--- src/rtl/jtd_ctrl_param.sv ---
// jtd_ctrl_param: two-road traffic-light controller with a BCD/7-segment phase countdown.
// Optional macro ALL_RED_EN inserts all-red clearance phases (S_AR1/S_AR2) after each yellow.
module jtd_ctrl_param #(
   parameter int TICK_DIV = 50000000,
   parameter int G1_TIME  = 25,
   parameter int G2_TIME  = 20,
   parameter int Y_TIME   = 5,
   parameter int AR_TIME  = 2,
   parameter int MAX_EXT  = 2
) (
   input  logic       clk,
   input  logic       rst,
   input  logic       sen1,
   input  logic       sen2,
   input  logic       ys,
   output logic       R1,
   output logic       G1,
   output logic       Y1,
   output logic       R2,
   output logic       G2,
   output logic       Y2,
   output logic [7:0] cnt_bcd,
   output logic [6:0] seg_tens,
   output logic [6:0] seg_ones
);

   localparam int PW = (TICK_DIV > 2) ? $clog2(TICK_DIV) : 1;
   localparam logic [PW-1:0] PRESC_LAST = PW'(TICK_DIV - 1);

   localparam logic [6:0] G1_LOAD = 7'(G1_TIME);
   localparam logic [6:0] G2_LOAD = 7'(G2_TIME);
   localparam logic [6:0] Y_LOAD  = 7'(Y_TIME);
   localparam logic [6:0] EXT_MAX = 7'(MAX_EXT);

`ifdef ALL_RED_EN
   localparam bit AR_ON = 1'b1;
`else
   localparam bit AR_ON = 1'b0;
`endif

   // Duration loaded when a yellow ends: clearance time or the opposite green.
   localparam logic [6:0] Y1_NEXT_LOAD = AR_ON ? 7'(AR_TIME) : G2_LOAD;
   localparam logic [6:0] Y2_NEXT_LOAD = AR_ON ? 7'(AR_TIME) : G1_LOAD;

   typedef enum logic [2:0] {
      S_G1    = 3'd0,
      S_Y1    = 3'd1,
      S_G2    = 3'd2,
      S_Y2    = 3'd3,
      S_FLASH = 3'd4
`ifdef ALL_RED_EN
      ,
      S_AR1   = 3'd5,
      S_AR2   = 3'd6
`endif
   } state_t;

   state_t        state_q;
   logic [6:0]    cnt_q;
   logic [6:0]    ext_q;
   logic          blink_q;
   logic [PW-1:0] presc_q;
   logic [2:0]    meta_q;
   logic [2:0]    sync_q;

   logic tick;
   logic sen1_s;
   logic sen2_s;
   logic ys_s;
   logic ext1_ok;
   logic ext2_ok;

   assign tick    = (presc_q == PRESC_LAST);
   assign sen1_s  = sync_q[0];
   assign sen2_s  = sync_q[1];
   assign ys_s    = sync_q[2];
   assign ext1_ok = sen1_s && !sen2_s && (ext_q < EXT_MAX);
   assign ext2_ok = sen2_s && !sen1_s && (ext_q < EXT_MAX);

   always_ff @(posedge clk or posedge rst) begin
      if (rst) begin
         presc_q <= '0;
      end else if (tick) begin
         presc_q <= '0;
      end else begin
         presc_q <= presc_q + PW'(1);
      end
   end

   // Two-flop synchronisers for {ys, sen2, sen1}.
   always_ff @(posedge clk or posedge rst) begin
      if (rst) begin
         meta_q <= '0;
         sync_q <= '0;
      end else begin
         meta_q <= {ys, sen2, sen1};
         sync_q <= meta_q;
      end
   end

   always_ff @(posedge clk or posedge rst) begin
      if (rst) begin
         state_q <= S_G1;
         cnt_q   <= G1_LOAD;
         ext_q   <= '0;
         blink_q <= 1'b0;
      end else if (state_q == S_FLASH) begin
         if (!ys_s) begin
            state_q <= S_G1;
            cnt_q   <= G1_LOAD;
            ext_q   <= '0;
            blink_q <= 1'b0;
         end else if (tick) begin
            blink_q <= ~blink_q;
         end
      end else if (ys_s) begin
         // Flash request overrides any pending hand-over or extension.
         state_q <= S_FLASH;
         ext_q   <= '0;
         blink_q <= 1'b1;
      end else if (tick) begin
         if (cnt_q > 7'd1) begin
            cnt_q <= cnt_q - 7'd1;
         end else begin
            case (state_q)
               S_G1: begin
                  if (ext1_ok) begin
                     cnt_q <= G1_LOAD;
                     ext_q <= ext_q + 7'd1;
                  end else begin
                     state_q <= S_Y1;
                     cnt_q   <= Y_LOAD;
                     ext_q   <= '0;
                  end
               end
               S_Y1: begin
`ifdef ALL_RED_EN
                  state_q <= S_AR1;
`else
                  state_q <= S_G2;
`endif
                  cnt_q <= Y1_NEXT_LOAD;
                  ext_q <= '0;
               end
               S_G2: begin
                  if (ext2_ok) begin
                     cnt_q <= G2_LOAD;
                     ext_q <= ext_q + 7'd1;
                  end else begin
                     state_q <= S_Y2;
                     cnt_q   <= Y_LOAD;
                     ext_q   <= '0;
                  end
               end
               S_Y2: begin
`ifdef ALL_RED_EN
                  state_q <= S_AR2;
`else
                  state_q <= S_G1;
`endif
                  cnt_q <= Y2_NEXT_LOAD;
                  ext_q <= '0;
               end
`ifdef ALL_RED_EN
               S_AR1: begin
                  state_q <= S_G2;
                  cnt_q   <= G2_LOAD;
                  ext_q   <= '0;
               end
               S_AR2: begin
                  state_q <= S_G1;
                  cnt_q   <= G1_LOAD;
                  ext_q   <= '0;
               end
`endif
               default: begin
                  state_q <= S_G1;
                  cnt_q   <= G1_LOAD;
                  ext_q   <= '0;
               end
            endcase
         end
      end
   end

   always_comb begin
      R1 = 1'b0;
      G1 = 1'b0;
      Y1 = 1'b0;
      R2 = 1'b0;
      G2 = 1'b0;
      Y2 = 1'b0;
      case (state_q)
         S_G1: begin
            G1 = 1'b1;
            R2 = 1'b1;
         end
         S_Y1: begin
            Y1 = 1'b1;
            R2 = 1'b1;
         end
         S_G2: begin
            R1 = 1'b1;
            G2 = 1'b1;
         end
         S_Y2: begin
            R1 = 1'b1;
            Y2 = 1'b1;
         end
`ifdef ALL_RED_EN
         S_AR1, S_AR2: begin
            R1 = 1'b1;
            R2 = 1'b1;
         end
`endif
         S_FLASH: begin
            Y1 = blink_q;
            Y2 = blink_q;
         end
         default: begin
            R1 = 1'b0;
         end
      endcase
   end

   function automatic logic [6:0] seg7(input logic [3:0] d);
      logic [6:0] s;
      case (d)
         4'd0:    s = 7'h7E;
         4'd1:    s = 7'h30;
         4'd2:    s = 7'h6D;
         4'd3:    s = 7'h79;
         4'd4:    s = 7'h33;
         4'd5:    s = 7'h5B;
         4'd6:    s = 7'h5F;
         4'd7:    s = 7'h70;
         4'd8:    s = 7'h7F;
         4'd9:    s = 7'h7B;
         default: s = 7'h00;
      endcase
      return s;
   endfunction

   logic [3:0] tens_w;
   logic [3:0] ones_w;
   logic       flash_w;

   assign flash_w = (state_q == S_FLASH);

   // Binary-to-BCD for 0..99: pick the largest multiple of ten not above cnt.
   always_comb begin
      tens_w = 4'd0;
      for (int i = 1; i < 10; i++) begin
         if (cnt_q >= 7'(10 * i)) begin
            tens_w = 4'(i);
         end
      end
      ones_w = 4'(cnt_q - (7'(tens_w) * 7'd10));
   end

   always_comb begin
      cnt_bcd  = 8'h00;
      seg_tens = 7'h00;
      seg_ones = 7'h00;
      if (!flash_w) begin
         cnt_bcd  = {tens_w, ones_w};
         seg_ones = seg7(ones_w);
         if (tens_w != 4'd0) begin
            seg_tens = seg7(tens_w);
         end
      end
   end

endmodule

--- config.mk ---
export PLATFORM = sky130hd
export DESIGN_NAME = jtd_ctrl_param
export DESIGN_NICKNAME = d
export VERILOG_FILES = /design/src/rtl/jtd_ctrl_param.sv
export SDC_FILE = /design/constraint.sdc
export NUM_CORES = 1
export LEC_CHECK = 0
export CAP_MARGIN = 5
export CORE_AREA = 3 3 89 91
export DETAILED_ROUTE_END_ITERATION = 8
export DIE_AREA = 0 0 92 94
export GPL_TIMING_DRIVEN = 0
export PLACE_DENSITY = 0.66
export SYNTH_ARGS = -nofsm -noshare
export SYNTH_HDL_FRONTEND = slang
export SYNTH_SLANG_ARGS = --single-unit
--- constraint.sdc ---
create_clock -name clk -period 12.1 [get_ports clk]
set_input_delay 2.42 -clock clk [delete_from_list [all_inputs] [get_ports clk]]
set_output_delay 2.42 -clock clk [all_outputs]
set_load 0.02 [all_outputs]
Yosys cells after proc, flatten, opt, wreduce, memory -nomap -nowiden
Memory sizes are Yosys's and may differ from the RTL's.
Index checks and enable logic that the tools add are counted.
{ "word_totals": {"ff_bits": 50, "rom_bits": 224, "in_bits": 5, "out_inout_bits": 28, "word_cells": 102, "n_memories": 2} }
{ "mem_list": {"columns": ["name", "depth", "width", "read_ports", "rd_ports_with_merged_regs", "write_ports", "line_no", "rtl"], "rows": [
  ["(no name shown)", 16, 7, 1, 0, 0, "228", "case (d)"],
  ["(no name shown)", 16, 7, 1, 0, 0, "228", null]
]} }
{ "classes": {"addsub": 4, "multipliers": 1, "n_lt_le_gt_ge": 11, "eq_ne": 10, "mux": 48, "bitwise": 2, "n_reduce_logical": 17} }
{ "ops": {"columns": ["operator", "n"], "rows": [
  ["2-to-1 mux 7 bit", 15],
  ["2-to-1 mux 4 bit", 8],
  ["adder 26 x 1 -> 26 bit, second input constant", 1],
  ["equality test 26 bit, second input constant", 1],
  ["2-to-1 mux 26 bit", 1],
  ["greater-or-equal comparator 7 x 6 -> 1 bit, second input constant", 3],
  ["greater-or-equal comparator 7 bit, second input constant", 3],
  ["2-to-1 mux 3 bit", 7],
  ["one-hot mux 7 bit (3 select lines)", 1],
  ["greater-or-equal comparator 7 x 5 -> 1 bit, second input constant", 2],
  ["one-hot mux 7 bit (2 select lines)", 1],
  ["2-to-1 mux 5 bit", 2],
  ["2-to-1 mux 1 bit", 9],
  ["one-hot mux 3 bit (3 select lines)", 1],
  ["2-to-1 mux 8 bit", 1],
  ["!= test 4 bit, second input constant", 2],
  ["adder 7 x 1 -> 7 bit, second input constant", 1],
  ["greater-or-equal comparator 7 x 4 -> 1 bit, second input constant", 1],
  ["greater-than comparator 7 x 1 -> 1 bit, second input constant", 1],
  ["< comparator 7 x 2 -> 1 bit, second input constant", 1],
  ["subtractor 7 x 1 -> 7 bit, second input constant", 1],
  ["equality test 3 x 2 -> 1 bit, second input constant", 2],
  ["!= test 3 bit, second input constant", 2],
  ["AND reduction 5 bit", 1],
  ["other kinds (16)", 25]
]} }

Longest topological paths before layout
An unclocked memory read counts as a cell.
{ "depth": {"word_depth": 14, "ltp_mapped": 14} }

Worst setup path after synthesis
Ideal clock, no wire load.
{ "synth_timing": {"kind": "register -> output", "from": "register cnt_q[0]", "to": "output port seg_ones[4]", "arrival_ns": 3.634, "setup_slack_ns": 6.046, "path_stages_with_launch": 15, "n_path_buf": 1, "cell_sequence": "dfstp_2 -> inv_1 -> ha_1 -> or3_1 -> a31oi_1 -> o211a_1 -> and2_1 -> inv_1 -> ha_1 -> fa_1 -> and3_4 -> o211a_1 -> buf_6 -> or3_4 -> a21oi_1"} }
{ "synth_between": {"elab_chain_len": 14, "elab_cells_between_ends": 22, "cone_classes": "1 x add/sub; 1 x mul; 9 x order compare; 10 x mux; 1 x memory"} }
{ "synth_rtl": {"columns": ["element", "line_no", "rtl"], "rows": [
  ["from (decl)", "59", "logic [6:0] cnt_q;"],
  ["from (signal assigned)", "123", "cnt_q <= cnt_q - 7'd1;"],
  ["greater-or-equal comparator 7 x 4 -> 1 bit", "254", "if (cnt_q >= 7'(10 * i)) begin"],
  ["2-to-1 mux 1 bit", "254", null],
  ["2-to-1 mux 4 bit (8 in series)", "254", null],
  ["multiplier 4 x 3 -> 3 bit", "258", "ones_w = 4'(cnt_q - (7'(tens_w) * 7'd10));"],
  ["subtractor 4 bit (*)", "258", null],
  ["memory (16 x 7 bit) (*)", null, null],
  ["2-to-1 mux 7 bit (*)", "265", "if (!flash_w) begin"],
  ["to (decl)", "24", "output logic [6:0] seg_ones"]
]} }
Every way passes the cells marked *; elsewhere a longest branch is shown, timed or not.

Worst setup path after layout
Same ends and word-level chain as after synthesis.

==> results_tabular.tex <==
\begin{tabular}{lr}
\hline
Metric & Value \\
\hline
\multicolumn{2}{l}{\textbf{Finish}} \\
\quad Highest-count cells in the layout ignoring fill and taps & sky130\_fd\_sc\_hd\_\_nor2\_1, sky130\_fd\_sc\_hd\_\_dfrtp\_1, sky130\_fd\_sc\_hd\_\_nand2\_1, sky130\_fd\_sc\_hd\_\_clkdlybuf4s50\_1, sky130\_fd\_sc\_hd\_\_a21oi\_1 \\
\quad Post-Route Utilization & $\sim$52\% \\
\quad Net count, final & 429 \\
\quad Final Non-Filler Cells & 508 \\
\quad Area growth from synthesis to final layout & 17.61\% \\
\quad Most common cell after layout, fill and taps aside & sky130\_fd\_sc\_hd\_\_nor2\_1 \\
\quad Ratio of cells with drive above 1 in the final layout & under 10\% \\
\quad Diode insertion count for antenna repair & 0 \\
\multicolumn{2}{l}{\textbf{Synthesis}} \\
\quad Area share of the largest cell type after synthesis & 36.78\% \\
\quad Post-synthesis cell area & roughly 0.0032 sq mm \\
\quad Gate count of the mapped netlist & 368 \\
\quad Flip-flop cell with the highest count after synthesis & sky130\_fd\_sc\_hd\_\_dfrtp\_1 \\
\quad Fraction of the yosys area taken by sequential cells & 39.24\% \\
\quad Syn\_area\_per\_cell & 8.690 sq um \\
\quad Net count of the mapped netlist & between 300 and 400 \\
\quad Synth area leaders & sky130\_fd\_sc\_hd\_\_dfrtp\_1, sky130\_fd\_sc\_hd\_\_nor2\_1, sky130\_fd\_sc\_hd\_\_ha\_1, sky130\_fd\_sc\_hd\_\_xor2\_1, sky130\_fd\_sc\_hd\_\_a21oi\_1 \\
\quad Async S/R FF share, synth & 100.0\% \\
\quad Number of register bits inferred by synthesis & 50 \\
\quad Yosys warnings & 0 \\
\quad EDFF count, synth & 0 \\
\quad Dominant cell type by area after synthesis & sky130\_fd\_sc\_hd\_\_dfrtp\_1 \\
\quad Netlist cell types & 59 \\
\multicolumn{2}{l}{\textbf{Clock tree}} \\
\quad Clock Tree Buf Depth & 2 \\
\quad Clock latency on the worst-skew pair & 0.31 ns \\
\quad Root buffer selected by CTS & sky130\_fd\_sc\_hd\_\_clkbuf\_8 \\
\quad CTS H-Tree Depth & 2 \\
\quad TritonCTS clock tree & yes \\
\quad Clock-pin slew on the worst setup and hold paths & 0.09 ns \\
\quad Number of setup buffers added after CTS & 0 \\
\quad Cells resized by post-CTS repair & 0 \\
\quad Total number of clock tree sinks & 50 \\
\quad Number of buffers inserted by hold repair at cts & 0 \\
\quad CTS buffer count & 5 \\
\multicolumn{2}{l}{\textbf{Setup path}} \\
\quad Cell-by-cell trace of the critical path & inv\_1 > ha\_1 > or3\_1 > a31oi\_1 > o211a\_1 > and2\_1 > inv\_1 > ha\_1 > fa\_1 > and3\_4 > o211a\_1 > buf\_6 > or3\_4 > a21oi\_1 > clkdlybuf4s50\_1 \\
\quad Required time worst endpoint & 9.68 ns \\
\quad Delay contributed by the slowest stage of the critical path & 0.64 ns \\
\quad Critical Path Start Type & flop \\
\quad Library cell contributing the largest single delay on the critical path & sky130\_fd\_sc\_hd\_\_dfstp\_2 \\
\quad Maximum net fanout on the critical path & 10 \\
\quad Number of buffers and inverters on the critical path & 4 \\
\quad CP Class & flop to output pin \\
\quad Kind of end point of the critical path & output pin \\
\quad Endpoint arrival time on the critical path & 4.66 ns \\
\quad Kind of cell adding the most delay to the critical path & simple AND/OR/NAND/NOR gates \\
\multicolumn{2}{l}{\textbf{Global route}} \\
\quad Met2 Resource Use GR & roughly 28\% \\
\quad Number of antenna violations at the first check in global routing & 0 \\
\quad Fraction of met1 tracks used by global routing & between 20 and 25\% \\
\quad M3 GR Usage & 2.244\% \\
\quad GRT Max-Usage Layer & met2 \\
\quad Maximum number of pins on one net before global-route repair & 37 \\
\quad Overall global routing resource usage & around 17\% \\
\quad Vias in the first global route & 2,602 \\
\quad Total grt overflow & 0 \\
\quad Global-route wire length before repair & 11.88 mm \\
\multicolumn{2}{l}{\textbf{STA}} \\
\quad Clock skew after layout & 0.01221 ns \\
\quad Final setup violation count & 0 \\
\quad Fmax & $\sim$140 MHz \\
\quad Max-slew violation count & 0 \\
\quad Setup repair after global routing missed its margin & no \\
\quad Post-route setup TNS & 0 ns \\
\quad Share of the cycle needed by the critical path after routing & between 50\% and 60\% \\
\quad Fin crit period & 7.080 ns \\
\quad Hold Violations, Final & 0 \\
\quad Worst-Margin Slew & 0.7126 ns \\
\quad Relative slew slack & roughly 52\% \\
\multicolumn{2}{l}{\textbf{Detailed routing}} \\
\quad Aggregate routed wire length & 6.781 mm \\
\quad Detailed-route via count & 2,710 \\
\quad Average wire per standard cell & 13.35 um \\
\quad Number of vias per cell & 5.335 \\
\quad Antenna Violating Nets Remaining & 0 \\
\quad Number of detailed-routing iterations run before antenna repair & 4 \\
\quad Final routed DRC violation total & 0 \\
\quad Initial detailed-routing violation count & 202 \\
\multicolumn{2}{l}{\textbf{Place}} \\
\quad Final HPWL from detailed placement & 4.969 mm \\
\quad Quantity of I/O buffers inserted on ports & 32 \\
\quad RePlAce Congestion & between 0.8 and 0.9 \\
\quad Cell total after placement & 500 \\
\multicolumn{2}{l}{\textbf{Outcome}} \\
\quad Result of the run & finished, final reports clean \\
\multicolumn{2}{l}{\textbf{Power}} \\
\quad PwrDens & 126.9 mW/mm\^{}2 \\
\quad Static Leakage & 0.001643 uW \\
\quad IR drop worst, VDD & 0.00006377 V \\
\multicolumn{2}{l}{\textbf{Floorplanning}} \\
\quad Core footprint & around 0.0072 sq mm \\
\quad Row count & 31 \\
\quad I/O pin count & 33 \\
\quad Initial Utilization & 44.33\% \\
\quad Die W & roughly 92 um \\
\quad Area of the die & about 0.0086 sq mm \\
\quad Die height & 94 um \\
\multicolumn{2}{l}{\textbf{Flow run}} \\
\quad Max-cap check violation count & 0 \\
\multicolumn{2}{l}{\textbf{Hold path}} \\
\quad Hold Crit Class & flop to flop \\
\hline
\end{tabular}
==> final cells by class <==
class / count / area [sq um]
tap: 99 / 123.9
fill: 699 / 3453
inverter: 14 / 52.55
timing repair buffer: 33 / 340.3
sequential: 50 / 1255
buffer: 17 / 80.08
multi-input combinational: 287 / 1810
clock buffer: 6 / 82.58
clock inverter: 2 / 16.27
==> path summary, 6_finish.rpt <==
kind                       slack (ns)      start          end  depth (start not counted)
setup / recovery                 5.02   cnt_q[0]  seg_ones[4]                         15
hold / removal                   0.36  meta_q[2]    sync_q[2]                          0
setup reg to reg                 9.42   cnt_q[1]     ext_q[6]                          8
hold reg to reg                  0.36  meta_q[2]    sync_q[2]                          0
max in group asynchronous        9.15        rst     cnt_q[4]                          3
min in group asynchronous        2.38        rst    sync_q[0]                          2
==> metal layers <==
layer	wire length [um]	up-vias
met5	0	-
met4	88	0
met3	250	7
met2	3105	55
met1	3336	1276
li1	-	1372
==> sequential cells by signal, summed over array words and instances (netlist names) <==
register  count
presc_q      26
cnt_q         7
ext_q         7
meta_q        3
state_q       3
sync_q        3
blink_q       1
==> cell usage after synthesis (all sizes together), types with 4 or more instances <==
| cell type | instances |
|---|---|
| nor2b | 5 |
| buf | 7 |
| nand4 | 6 |
| a31oi | 7 |
| nand2 | 33 |
| nor2 | 55 |
| ha | 15 |
| a21oi | 25 |
| inv | 14 |
| dfrtp | 47 |
| nand3 | 14 |
| xnor2 | 9 |
| nand2b | 4 |
| o21bai | 5 |
| nor4 | 6 |
| o21ai | 11 |
| xor2 | 16 |
| clkbuf | 10 |
| and3 | 9 |
| or3 | 4 |
| o31ai | 4 |
| o22ai | 5 |
| nor3 | 6 |
==> kinds of logic (layout without fill, tap and decap cells) <==
group	count (synthesis)	count (layout)	synth area share, %
AND/OR/NAND/NOR	159	159	24.84
AO/OA/AOI/OAI	83	83	17.06
flip-flops	50	50	39.24
buffers and inverters	31	72	4.147
XOR/XNOR	25	25	6.847
adder cells (fa/ha/maj)	17	17	6.808
multiplexers	3	3	1.056
==> stage by stage <==
| stage | hold slack (ns) | area, sq um | power, uW | setup slack [ns] |
|---|---|---|---|---|
| detailed placement | 0.3347 | 3662 | 377.1 | 5.350 |
| CTS | 0.3567 | 3761 | 483.0 | 4.978 |
| global placement | 0.3315 | 3642 | 372.4 | 5.381 |
| floorplan | 0.3312 | 3198 | 304.1 | 6.046 |
| finish | 0.3565 | 3761 | 477.3 | 5.020 |
| global route | 0.3702 | 3761 | 509.7 | 4.737 |
==> where the power goes <==
part | leakage [uW] | switching, uW | internal, uW
combinational | 0.000942 | 104 | 83.0
sequential | 0.000654 | 10.9 | 175
clock | 0.0000478 | 56.9 | 47.1
(Power assumes the default switching activity.)
